$ cat src/rtl/axi_rd_arbiter.sv
// axi_rd_arbiter: shares one bus-side AXI read master port between N local
// read requesters.
//
// Address path: a two-state FSM (IDLE/OFFER) picks one eligible requester,
// captures its address fields into a registered bus-side offer tagged with
// the requester index as the bus ID, and holds the offer until the bus
// accepts it. Read data returning from the bus is steered back to the
// requester named by its ID with zero latency.
//
// Optional build macro:
//   ARB_FIXED_PRIO_EN  lowest-index eligible requester always wins (no
//                      fairness). Undefined: round-robin from a pointer that
//                      advances past the last accepted requester.
//
// Ports:
//   CLK, RST                      clock, synchronous active-high reset
//   M_RD_ADDR/_LEN/_BURST         per-requester address fields, slice i = requester i
//   M_RD_ADDR_VALID/_READY        per-requester address handshake (READY is combinational)
//   M_RD_DATA/_RESP/_LAST         shared read-data fields, zero when no requester is addressed
//   M_RD_DATA_VALID/_READY        per-requester read-data handshake
//   B_RD_ADDR_ID/ADDR/LEN/BURST   registered bus address fields
//   B_RD_ADDR_VALID/_READY        bus address handshake
//   B_RD_BACK_ID, B_RD_DATA/_RESP/_LAST, B_RD_DATA_VALID/_READY  bus read-data channel
//   id_err                        sticky: a read beat arrived with an invalid ID
module axi_rd_arbiter #(
    parameter int unsigned N          = 2,
    parameter int unsigned MAX_OUTSTD = 4
) (
    input  logic            CLK,
    input  logic            RST,

    input  logic [N*32-1:0] M_RD_ADDR,
    input  logic [N*8-1:0]  M_RD_ADDR_LEN,
    input  logic [N*2-1:0]  M_RD_ADDR_BURST,
    input  logic [N-1:0]    M_RD_ADDR_VALID,
    output logic [N-1:0]    M_RD_ADDR_READY,

    output logic [31:0]     M_RD_DATA,
    output logic [1:0]      M_RD_DATA_RESP,
    output logic            M_RD_DATA_LAST,
    output logic [N-1:0]    M_RD_DATA_VALID,
    input  logic [N-1:0]    M_RD_DATA_READY,

    output logic [1:0]      B_RD_ADDR_ID,
    output logic [31:0]     B_RD_ADDR,
    output logic [7:0]      B_RD_ADDR_LEN,
    output logic [1:0]      B_RD_ADDR_BURST,
    output logic            B_RD_ADDR_VALID,
    input  logic            B_RD_ADDR_READY,

    input  logic [1:0]      B_RD_BACK_ID,
    input  logic [31:0]     B_RD_DATA,
    input  logic [1:0]      B_RD_DATA_RESP,
    input  logic            B_RD_DATA_LAST,
    input  logic            B_RD_DATA_VALID,
    output logic            B_RD_DATA_READY,

    output logic            id_err
);

    localparam int unsigned AW    = 32;
    localparam int unsigned LW    = 8;
    localparam int unsigned BW    = 2;
    localparam int unsigned IDW   = 2;
    localparam int unsigned CNT_W = 4;
    localparam logic [CNT_W-1:0] CNT_MAX = CNT_W'(MAX_OUTSTD);

    typedef enum logic [0:0] {
        S_IDLE  = 1'b0,
        S_OFFER = 1'b1
    } state_t;

    state_t           state_q;
    state_t           state_nxt;

    logic [CNT_W-1:0] cnt_q [N];
    logic [N-1:0]     elig;
    logic [N-1:0]     cnt_inc;
    logic [N-1:0]     cnt_dec;

    logic             win_vld;
    logic [IDW-1:0]   win_idx;
    logic [AW-1:0]    sel_addr;
    logic [LW-1:0]    sel_len;
    logic [BW-1:0]    sel_burst;

    logic             id_ok;
    logic             data_on;

`ifndef ARB_FIXED_PRIO_EN
    logic [IDW-1:0]   rr_ptr_q;
`endif

    // Address FSM state register
    always_ff @(posedge CLK) begin
        if (RST) begin
            state_q <= S_IDLE;
        end else begin
            state_q <= state_nxt;
        end
    end

    // Address FSM next state, winner selection and requester READY
    always_comb begin
        state_nxt       = state_q;
        elig            = '0;
        win_vld         = 1'b0;
        win_idx         = '0;
        M_RD_ADDR_READY = '0;
        cnt_inc         = '0;
        sel_addr        = '0;
        sel_len         = '0;
        sel_burst       = '0;

        for (int i = 0; i < int'(N); i++) begin
            elig[i] = M_RD_ADDR_VALID[i] && (cnt_q[i] < CNT_MAX);
        end

        case (state_q)
            S_IDLE: begin
                if (!RST) begin
`ifdef ARB_FIXED_PRIO_EN
                    // Descending scan so the lowest eligible index is kept
                    for (int i = int'(N) - 1; i >= 0; i--) begin
                        if (elig[i]) begin
                            win_vld = 1'b1;
                            win_idx = IDW'(i);
                        end
                    end
`else
                    // Descending distance from the pointer so the nearest
                    // eligible requester (in rotation order) is kept
                    for (int k = int'(N) - 1; k >= 0; k--) begin
                        for (int i = 0; i < int'(N); i++) begin
                            if ((i == (int'(rr_ptr_q) + k) % int'(N)) && elig[i]) begin
                                win_vld = 1'b1;
                                win_idx = IDW'(i);
                            end
                        end
                    end
`endif
                end
                if (win_vld) begin
                    state_nxt = S_OFFER;
                end
            end
            S_OFFER: begin
                if (B_RD_ADDR_READY) begin
                    state_nxt = S_IDLE;
                end
            end
            default: state_nxt = S_IDLE;
        endcase

        for (int i = 0; i < int'(N); i++) begin
            if (win_vld && (win_idx == IDW'(i))) begin
                M_RD_ADDR_READY[i] = 1'b1;
                cnt_inc[i]         = 1'b1;
                sel_addr           = M_RD_ADDR[i*AW +: AW];
                sel_len            = M_RD_ADDR_LEN[i*LW +: LW];
                sel_burst          = M_RD_ADDR_BURST[i*BW +: BW];
            end
        end
    end

    // Read-data routing by returned ID; beats for an unknown or idle ID are drained
    always_comb begin
        id_ok           = 1'b0;
        M_RD_DATA_VALID = '0;
        B_RD_DATA_READY = 1'b1;
        cnt_dec         = '0;

        for (int i = 0; i < int'(N); i++) begin
            if ((B_RD_BACK_ID == IDW'(i)) && (cnt_q[i] != '0)) begin
                id_ok              = 1'b1;
                M_RD_DATA_VALID[i] = B_RD_DATA_VALID;
                B_RD_DATA_READY    = M_RD_DATA_READY[i];
                cnt_dec[i]         = B_RD_DATA_VALID && M_RD_DATA_READY[i] && B_RD_DATA_LAST;
            end
        end

        data_on        = |M_RD_DATA_VALID;
        M_RD_DATA      = data_on ? B_RD_DATA      : '0;
        M_RD_DATA_RESP = data_on ? B_RD_DATA_RESP : '0;
        M_RD_DATA_LAST = data_on && B_RD_DATA_LAST;
    end

    // Bus offer register, rotation pointer and sticky ID error
    always_ff @(posedge CLK) begin
        if (RST) begin
            B_RD_ADDR_ID    <= '0;
            B_RD_ADDR       <= '0;
            B_RD_ADDR_LEN   <= '0;
            B_RD_ADDR_BURST <= '0;
            B_RD_ADDR_VALID <= 1'b0;
            id_err          <= 1'b0;
`ifndef ARB_FIXED_PRIO_EN
            rr_ptr_q        <= '0;
`endif
        end else begin
            if (win_vld) begin
                B_RD_ADDR_ID    <= win_idx;
                B_RD_ADDR       <= sel_addr;
                B_RD_ADDR_LEN   <= sel_len;
                B_RD_ADDR_BURST <= sel_burst;
                B_RD_ADDR_VALID <= 1'b1;
            end else if ((state_q == S_OFFER) && B_RD_ADDR_READY) begin
                B_RD_ADDR_VALID <= 1'b0;
`ifndef ARB_FIXED_PRIO_EN
                rr_ptr_q        <= IDW'((int'(B_RD_ADDR_ID) + 1) % int'(N));
`endif
            end
            if (B_RD_DATA_VALID && !id_ok) begin
                id_err <= 1'b1;
            end
        end
    end

    // Outstanding-burst counters; a simultaneous grant and LAST beat cancel out
    always_ff @(posedge CLK) begin
        for (int i = 0; i < int'(N); i++) begin
            if (RST) begin
                cnt_q[i] <= '0;
            end else if (cnt_inc[i] && !cnt_dec[i]) begin
                cnt_q[i] <= cnt_q[i] + CNT_W'(1);
            end else if (cnt_dec[i] && !cnt_inc[i]) begin
                cnt_q[i] <= cnt_q[i] - CNT_W'(1);
            end
        end
    end

endmodule

$ cat config.mk
export PLATFORM = sky130hd
export DESIGN_NAME = axi_rd_arbiter
export DESIGN_NICKNAME = d
export VERILOG_FILES = /design/src/rtl/axi_rd_arbiter.sv
export SDC_FILE = /design/constraint.sdc
export NUM_CORES = 1
export LEC_CHECK = 0
export CAP_MARGIN = 20
export CORE_MARGIN = 10
export CORE_UTILIZATION = 34
export CTS_BUF_LIST = sky130_fd_sc_hd__clkbuf_2
export DETAILED_ROUTE_END_ITERATION = 7
export HOLD_SLACK_MARGIN = 0.08
export PLACE_DENSITY = 0.83
export SLEW_MARGIN = 20
export SYNTH_ARGS = -nofsm -noshare
export SYNTH_HDL_FRONTEND = slang
export SYNTH_SLANG_ARGS = --single-unit
$ cat constraint.sdc
create_clock -name CLK -period 3.7 [get_ports CLK]
set_clock_uncertainty 0.05 [all_clocks]
set_input_delay 0.74 -clock CLK [delete_from_list [all_inputs] [get_ports CLK]]
set_output_delay 0.74 -clock CLK [all_outputs]
set_load 0.01 [all_outputs]
### Word-level counts from Yosys, hierarchy flattened

Memory sizes are Yosys's and may differ from the RTL's.
Cells that the tools add are included.

* memory bits (read-only): 0
* bits of input ports: 129
* register bits: 48
* output and inout bits: 86
* memories: 1
* bits in latches: 0
* logic and storage cells: 117
* RAM bits: 8

Memories
* cnt_q: depth 2, bits a word 4, rd ports 2, clocked after memory_dff 0, write ports 2, line 76 `logic [CNT_W-1:0] cnt_q [N];`

* div/mod/pow operators: 0
* $add $sub $neg: 6
* order comparisons: 2
* bitwise operators: 7
* shift-type cells: 0
* eq/ne operators: 3
* reduce and logical (&&, ||, !) cells: 35
* multipliers: 0
* multiplexer cells: 55

Operators with widths (number)
* 32-bit two-way mux: 3
* 32-bit logical NOT: 2
* 1-bit two-way mux: 38
* 1-bit logical AND: 21
* 4-bit two-way mux: 4
* 8-bit two-way mux: 2
* 2-bit two-way mux: 7
* 4-bit by 1-bit adder with 4-bit output, second input constant: 2
* 4-bit by 3-bit less-than comparator with 1-bit output, second input constant: 2
* 4-bit nonzero test: 2
* 4-bit by 1-bit subtractor with 4-bit output, second input constant: 2
* 1-bit logical NOT: 5
* 2-bit by 1-bit equality test with 1-bit output, second input constant: 2
* 2-bit logical NOT: 2
* 1-bit OR: 4
* 1-bit adder, second input constant: 2
* 2-bit equality test, first input constant: 1
* 1-bit NOT: 2
* 1-bit one-hot mux with 2 select lines: 1
* 2-bit AND reduction: 1
* 2-bit nonzero test: 1
* 2-bit OR reduction: 1
* 1-bit AND, first input constant: 1

### Depth between registers and ports, before layout

* depth in word-level cells: 20
* gate-level depth with buffers: 8
* gate-level depth less buffers: 8

### Worst setup path before layout

Ideal clock, no wire load.

* path type: in2reg
* from: input port M_RD_ADDR_VALID[0]
* to: memory cnt_q[1][3] (data pin)
* required time: 3390 ps
* buffers on the path: 0
* data arrival time: 2798 ps
* slack: 592 ps
* setup time: 260 ps
* stages: 8
* cells stage by stage: nor4b_1 > nor3_1 > nor4_1 > ha_1 > a21o_1 > a21oi_1 > xnor2_1 > mux2_2

RTL lines
* from (decl): line 35 `input logic [N-1:0] M_RD_ADDR_VALID,`
* to (decl): line 76

### Worst setup path in the final report

* from: input port B_RD_BACK_ID[0]
* to: output port M_RD_DATA[6]

* longest elaborated chain between the ends: 5
* elaborated cells between the ends (all ways): 8
* those cells by class: 1 x eq/ne; 3 x mux; 4 x reduce/logical

Ends and longest elaborated chain
* from (decl): line 51 `input logic [1:0] B_RD_BACK_ID,`
* 2-bit by 1-bit equality test with 1-bit output or 2-bit logical NOT (tied branches): line 174 `if ((B_RD_BACK_ID == IDW'(i)) && (cnt_q[i] != '0)) begin`
* 1-bit logical AND: line 174
* 1-bit two-way mux: line 174
* 2-bit OR reduction (*): line 182 `data_on = |M_RD_DATA_VALID;`
* 32-bit two-way mux (*): line 183 `M_RD_DATA = data_on ? B_RD_DATA : '0;`
* to (decl): line 38 `output logic [31:0] M_RD_DATA,`

Every way passes the cells marked *; elsewhere a longest branch is shown, timed or not.

==> flow_summary.rst <==
.. list-table::
   :header-rows: 1

   * - Metric
     - Value
   * - Library cell used as clock root buffer
     - sky130_fd_sc_hd__clkbuf_2
   * - Kind of capture point of the worst setup path
     - primary output
   * - Avg WL per Cell
     - 18.93 µm
   * - DP Worst Slack
     - -0.4958 ps
   * - Transition time of the tightest slew-check pin
     - 603.3 ps
   * - R2R setup slack
     - 800 ps
   * - Nets in the synthesized netlist
     - 399
   * - Number of diodes added for antenna fixing
     - 0
   * - Clock latency on the worst-skew pair
     - 440 ps
   * - Final worst slack
     - 211.9 ps
   * - Wirelength, routed
     - 11020 µm
   * - Setup violators final
     - 0
   * - Horizontal die dimension
     - 109.0 µm
   * - Ratio of cells with drive above 1 in the final layout
     - 6.042%
   * - Number of DRC violations after detailed-routing iteration 0
     - 136
   * - Final hold violations
     - 0
   * - Worst hold slack
     - 476.2 ps
   * - Flops & latches, synth
     - 55
   * - Starting utilization of the core area
     - 34.86%
   * - Maximum achievable frequency
     - 286.7 MHz
   * - VDD IR max
     - 0.1391 mV
   * - Via count
     - 2913
   * - Count of yosys warnings during synthesis
     - 0
   * - Height of the die
     - 109.0 µm
   * - Post-detailed-route via-to-cell ratio
     - 5.005
   * - Antenna violations before repair
     - 0
   * - Class of the most critical hold timing path
     - reg2reg
   * - Setup Total Neg Slack
     - 0 ps
   * - Critical Path Most Common Cell
     - sky130_fd_sc_hd__clkdlybuf4s50_1
   * - Data arrival time of the worst path
     - 2700 ps
   * - Slew headroom
     - 59.68%
   * - Number of buffer cells added on primary ports
     - 213
   * - Share of the core filled with cells in the final layout
     - 65.41%
   * - Clock transition at the register clock pins on the worst setup and hold paths after CTS
     - 230 ps
   * - Post-synthesis sequential area ratio
     - 43.85%
   * - Post-Syn Area
     - 0.002694 mm²
   * - Worst-path cell chain
     - clkdlybuf4s50_1 > or3b_4 > a21oi_4 > clkbuf_4 > and2_1 > clkdlybuf4s50_1
   * - Count of antenna-violating nets left after detailed routing
     - 0
   * - Layout filler cell count
     - 613
   * - Top fanout value on the critical path
     - 10
   * - Overall track demand over capacity in global routing
     - 17.58%
   * - Die ar.
     - 0.01188 mm²
   * - Number of hold buffers added after cts
     - 0
   * - Number of placement rows
     - 32
   * - Critical path class
     - in2out
   * - Depth of the CTS H-tree
     - 2
   * - Critical-path cell with the highest stage delay
     - sky130_fd_sc_hd__clkdlybuf4s50_1
   * - Largest net degree at the start of global routing
     - 43
   * - Number of DRC violations after detailed routing
     - 0
   * - Type of origin of the critical path
     - primary input
   * - Max-capacitance violation count
     - 0
   * - Grt ovf
     - 0
   * - Leakage power total
     - 1.957 nW
   * - Post-synthesis instance total
     - 265
   * - Final worst-path cycle share
     - 94.27%
   * - Number of pins with negative max-slew slack in the final report
     - 0
   * - PnR Total Power
     - 0.001521 W
   * - CTS tree
     - yes
   * - GP Congestion
     - 0.8317
   * - Final period demand of the worst path
     - 3488 ps
   * - Detailed placement HPWL
     - 9065 µm
   * - RSZ-0062 raised after global routing
     - no
   * - Area of the core
     - 0.007727 mm²
   * - Clock Sink Count
     - 55
   * - Area taken by multi-input logic gates
     - 0.001403 mm²
   * - CP Data Required Time
     - 2910 ps
   * - Number of library cell types mapped by synthesis
     - 38
   * - Top-level I/O count
     - 215
   * - Area added between synthesis and finish
     - 87.65%
   * - Final net count
     - 613
   * - Count of buffers added by post-CTS timing repair for setup
     - 0
   * - Number of detailed-routing iterations run before antenna repair
     - 4
   * - Run status
     - completed
   * - Areal power density over the cells
     - 300.9 mW/mm²
   * - Number of buffers inserted during clock tree synthesis
     - 5
   * - FF/Latch Area
     - 0.001181 mm²
   * - Number of global-route vias before repair
     - 3190
   * - Post-Synthesis Mean Instance Area
     - 10.17 µm²
   * - Maximum buffer depth of the clock tree
     - 2
   * - Largest incremental delay on the critical path
     - 540 ps
   * - First-pass GRT wire length
     - 16680 µm
## layer usage
metal | wire length (µm) | vias to the layer above | global-route usage [%] | part of all wire, %
met3 | 1380 | 10 | 9.145 | 13
li1 | - | 1395 | - | -
met5 | 0 | - | 0 | 0
met1 | 4078 | 1362 | 18.07 | 37
met4 | 99 | 0 | 3.390 | 0.90
met2 | 5458 | 146 | 31.36 | 50
## layout by cell type, fill, tap and decap left out, types with 3 or more instances in the layout
| master | netlist | final |
|---|---|---|
| sky130_fd_sc_hd__nor4_1 | 3 | 3 |
| sky130_fd_sc_hd__a21oi_1 | 7 | 6 |
| sky130_fd_sc_hd__inv_1 | 6 | 6 |
| sky130_fd_sc_hd__and2_1 | 77 | 77 |
| sky130_fd_sc_hd__xnor2_1 | 4 | 4 |
| sky130_fd_sc_hd__edfxtp_1 | 8 | 8 |
| sky130_fd_sc_hd__clkdlybuf4s50_1 | 0 | 212 |
| sky130_fd_sc_hd__clkbuf_2 | 0 | 6 |
| sky130_fd_sc_hd__nand3_1 | 4 | 4 |
| sky130_fd_sc_hd__dfxtp_1 | 47 | 47 |
| sky130_fd_sc_hd__a221o_1 | 42 | 42 |
| sky130_fd_sc_hd__nor2_1 | 9 | 8 |
| sky130_fd_sc_hd__ha_1 | 4 | 4 |
| sky130_fd_sc_hd__nor3_1 | 7 | 7 |
| sky130_fd_sc_hd__buf_4 | 1 | 12 |
## final timing paths
check                  startpoint      endpoint  cells past startpoint
hold reg to reg   B_RD_ADDR_ID[0]   rr_ptr_q[0]                      1
hold / removal    B_RD_ADDR_ID[0]   rr_ptr_q[0]                      1
setup reg to reg      cnt_q[0][2]   cnt_q[1][3]                      8
setup / recovery  B_RD_BACK_ID[0]  M_RD_DATA[6]                      6
## critical path, delay by kind of cell
family	cells	cell delay [ps]
buf+inv	3	1210
compound gates	1	190
simple gates	2	550
## report_power, final
| group | total [W] | switching [W] | leakage, nW | internal (W) |
|---|---|---|---|---|
| Clock | 0.000310 | 0.000190 | 0.0436 | 0.000120 |
| Combinational | 0.000503 | 0.000184 | 1.44 | 0.000319 |
| Sequential | 0.000708 | 0.0000408 | 0.470 | 0.000667 |
## stage by stage
| step | instance area (µm²) | std cells |
|---|---|---|
| final | 5055 | 582 |
| after global routing | 5055 | 582 |
| after CTS | 5040 | 582 |
| after detailed placement | 4962 | 573 |
| after global placement | 4962 | 573 |
| after floorplan | 2694 | 265 |
## sequential cells by signal, indices dropped and copies added, names as in the netlist
| name | flops |
|---|---|
| id_err | 1 |
| cnt_q | 8 |
| B_RD_ADDR | 32 |
| B_RD_ADDR_ID | 1 |
| state_q | 1 |
| B_RD_ADDR_LEN | 8 |
| B_RD_ADDR_BURST | 2 |
| B_RD_ADDR_VALID | 1 |
| rr_ptr_q | 1 |
## cell usage after synthesis
cell | count | area, µm²
sky130_fd_sc_hd__nor2b_1 | 1 | 6.260
sky130_fd_sc_hd__edfxtp_1 | 8 | 240.2
sky130_fd_sc_hd__a311oi_4 | 1 | 26.28
sky130_fd_sc_hd__buf_4 | 1 | 7.510
sky130_fd_sc_hd__and2b_1 | 1 | 7.510
sky130_fd_sc_hd__clkbuf_1 | 13 | 48.80
sky130_fd_sc_hd__inv_1 | 6 | 22.52
sky130_fd_sc_hd__nor4b_1 | 2 | 17.52
sky130_fd_sc_hd__or3b_4 | 1 | 11.26
sky130_fd_sc_hd__and2_1 | 77 | 481.7
sky130_fd_sc_hd__xor2_1 | 2 | 17.52
sky130_fd_sc_hd__fa_1 | 1 | 20.02
sky130_fd_sc_hd__a311oi_1 | 1 | 8.760
sky130_fd_sc_hd__nand2_1 | 2 | 7.510
sky130_fd_sc_hd__a211o_1 | 1 | 8.760
sky130_fd_sc_hd__nand2b_1 | 2 | 12.51
sky130_fd_sc_hd__a2111o_1 | 1 | 11.26
sky130_fd_sc_hd__or3b_2 | 1 | 8.760
sky130_fd_sc_hd__dfxtp_1 | 47 | 940.9
sky130_fd_sc_hd__mux2_2 | 1 | 11.26
sky130_fd_sc_hd__nand3_1 | 4 | 20.02
sky130_fd_sc_hd__nor3_1 | 7 | 35.03
sky130_fd_sc_hd__o22a_1 | 1 | 8.760
sky130_fd_sc_hd__or3_1 | 2 | 12.51
sky130_fd_sc_hd__nor4_2 | 1 | 12.51
sky130_fd_sc_hd__nor2_1 | 9 | 33.78
sky130_fd_sc_hd__ha_1 | 4 | 50.05
sky130_fd_sc_hd__a21oi_1 | 7 | 35.03
sky130_fd_sc_hd__buf_2 | 1 | 5.000
sky130_fd_sc_hd__nor3b_1 | 1 | 7.510
sky130_fd_sc_hd__conb_1 | 1 | 3.750
sky130_fd_sc_hd__a31oi_1 | 1 | 6.260
sky130_fd_sc_hd__buf_6 | 5 | 56.30
sky130_fd_sc_hd__xnor2_1 | 4 | 35.03
sky130_fd_sc_hd__nor4_1 | 3 | 18.77
sky130_fd_sc_hd__a21o_1 | 1 | 7.510
sky130_fd_sc_hd__or3b_1 | 1 | 8.760
sky130_fd_sc_hd__a221o_1 | 42 | 420.4
## kinds of logic after synthesis
family,count (synthesis),share of synthesized area [%]
compound gates,56,19.79
xor+xnor,6,1.951
fa+ha+maj,5,2.601
buf+inv,26,5.202
flops,55,43.85
mux,1,0.4180
other cells,1,0.1392
simple gates,115,26.06
## cell type report
class,count,area share (%)
multi-input cells,184,27.75
clock inverters,2,0.7673
clock buffers,6,0.5941
flip-flops and latches,55,23.37
inverters,6,0.4455
repair buffers,227,44.55
well taps,102,2.525
## what timing repair did
action                     CTS  global route
pin swaps                    0             0
setup endpoints to repair    1            31
resized for setup            2             4
cloned                       1             0
Power figures use the tool's default switching activity.
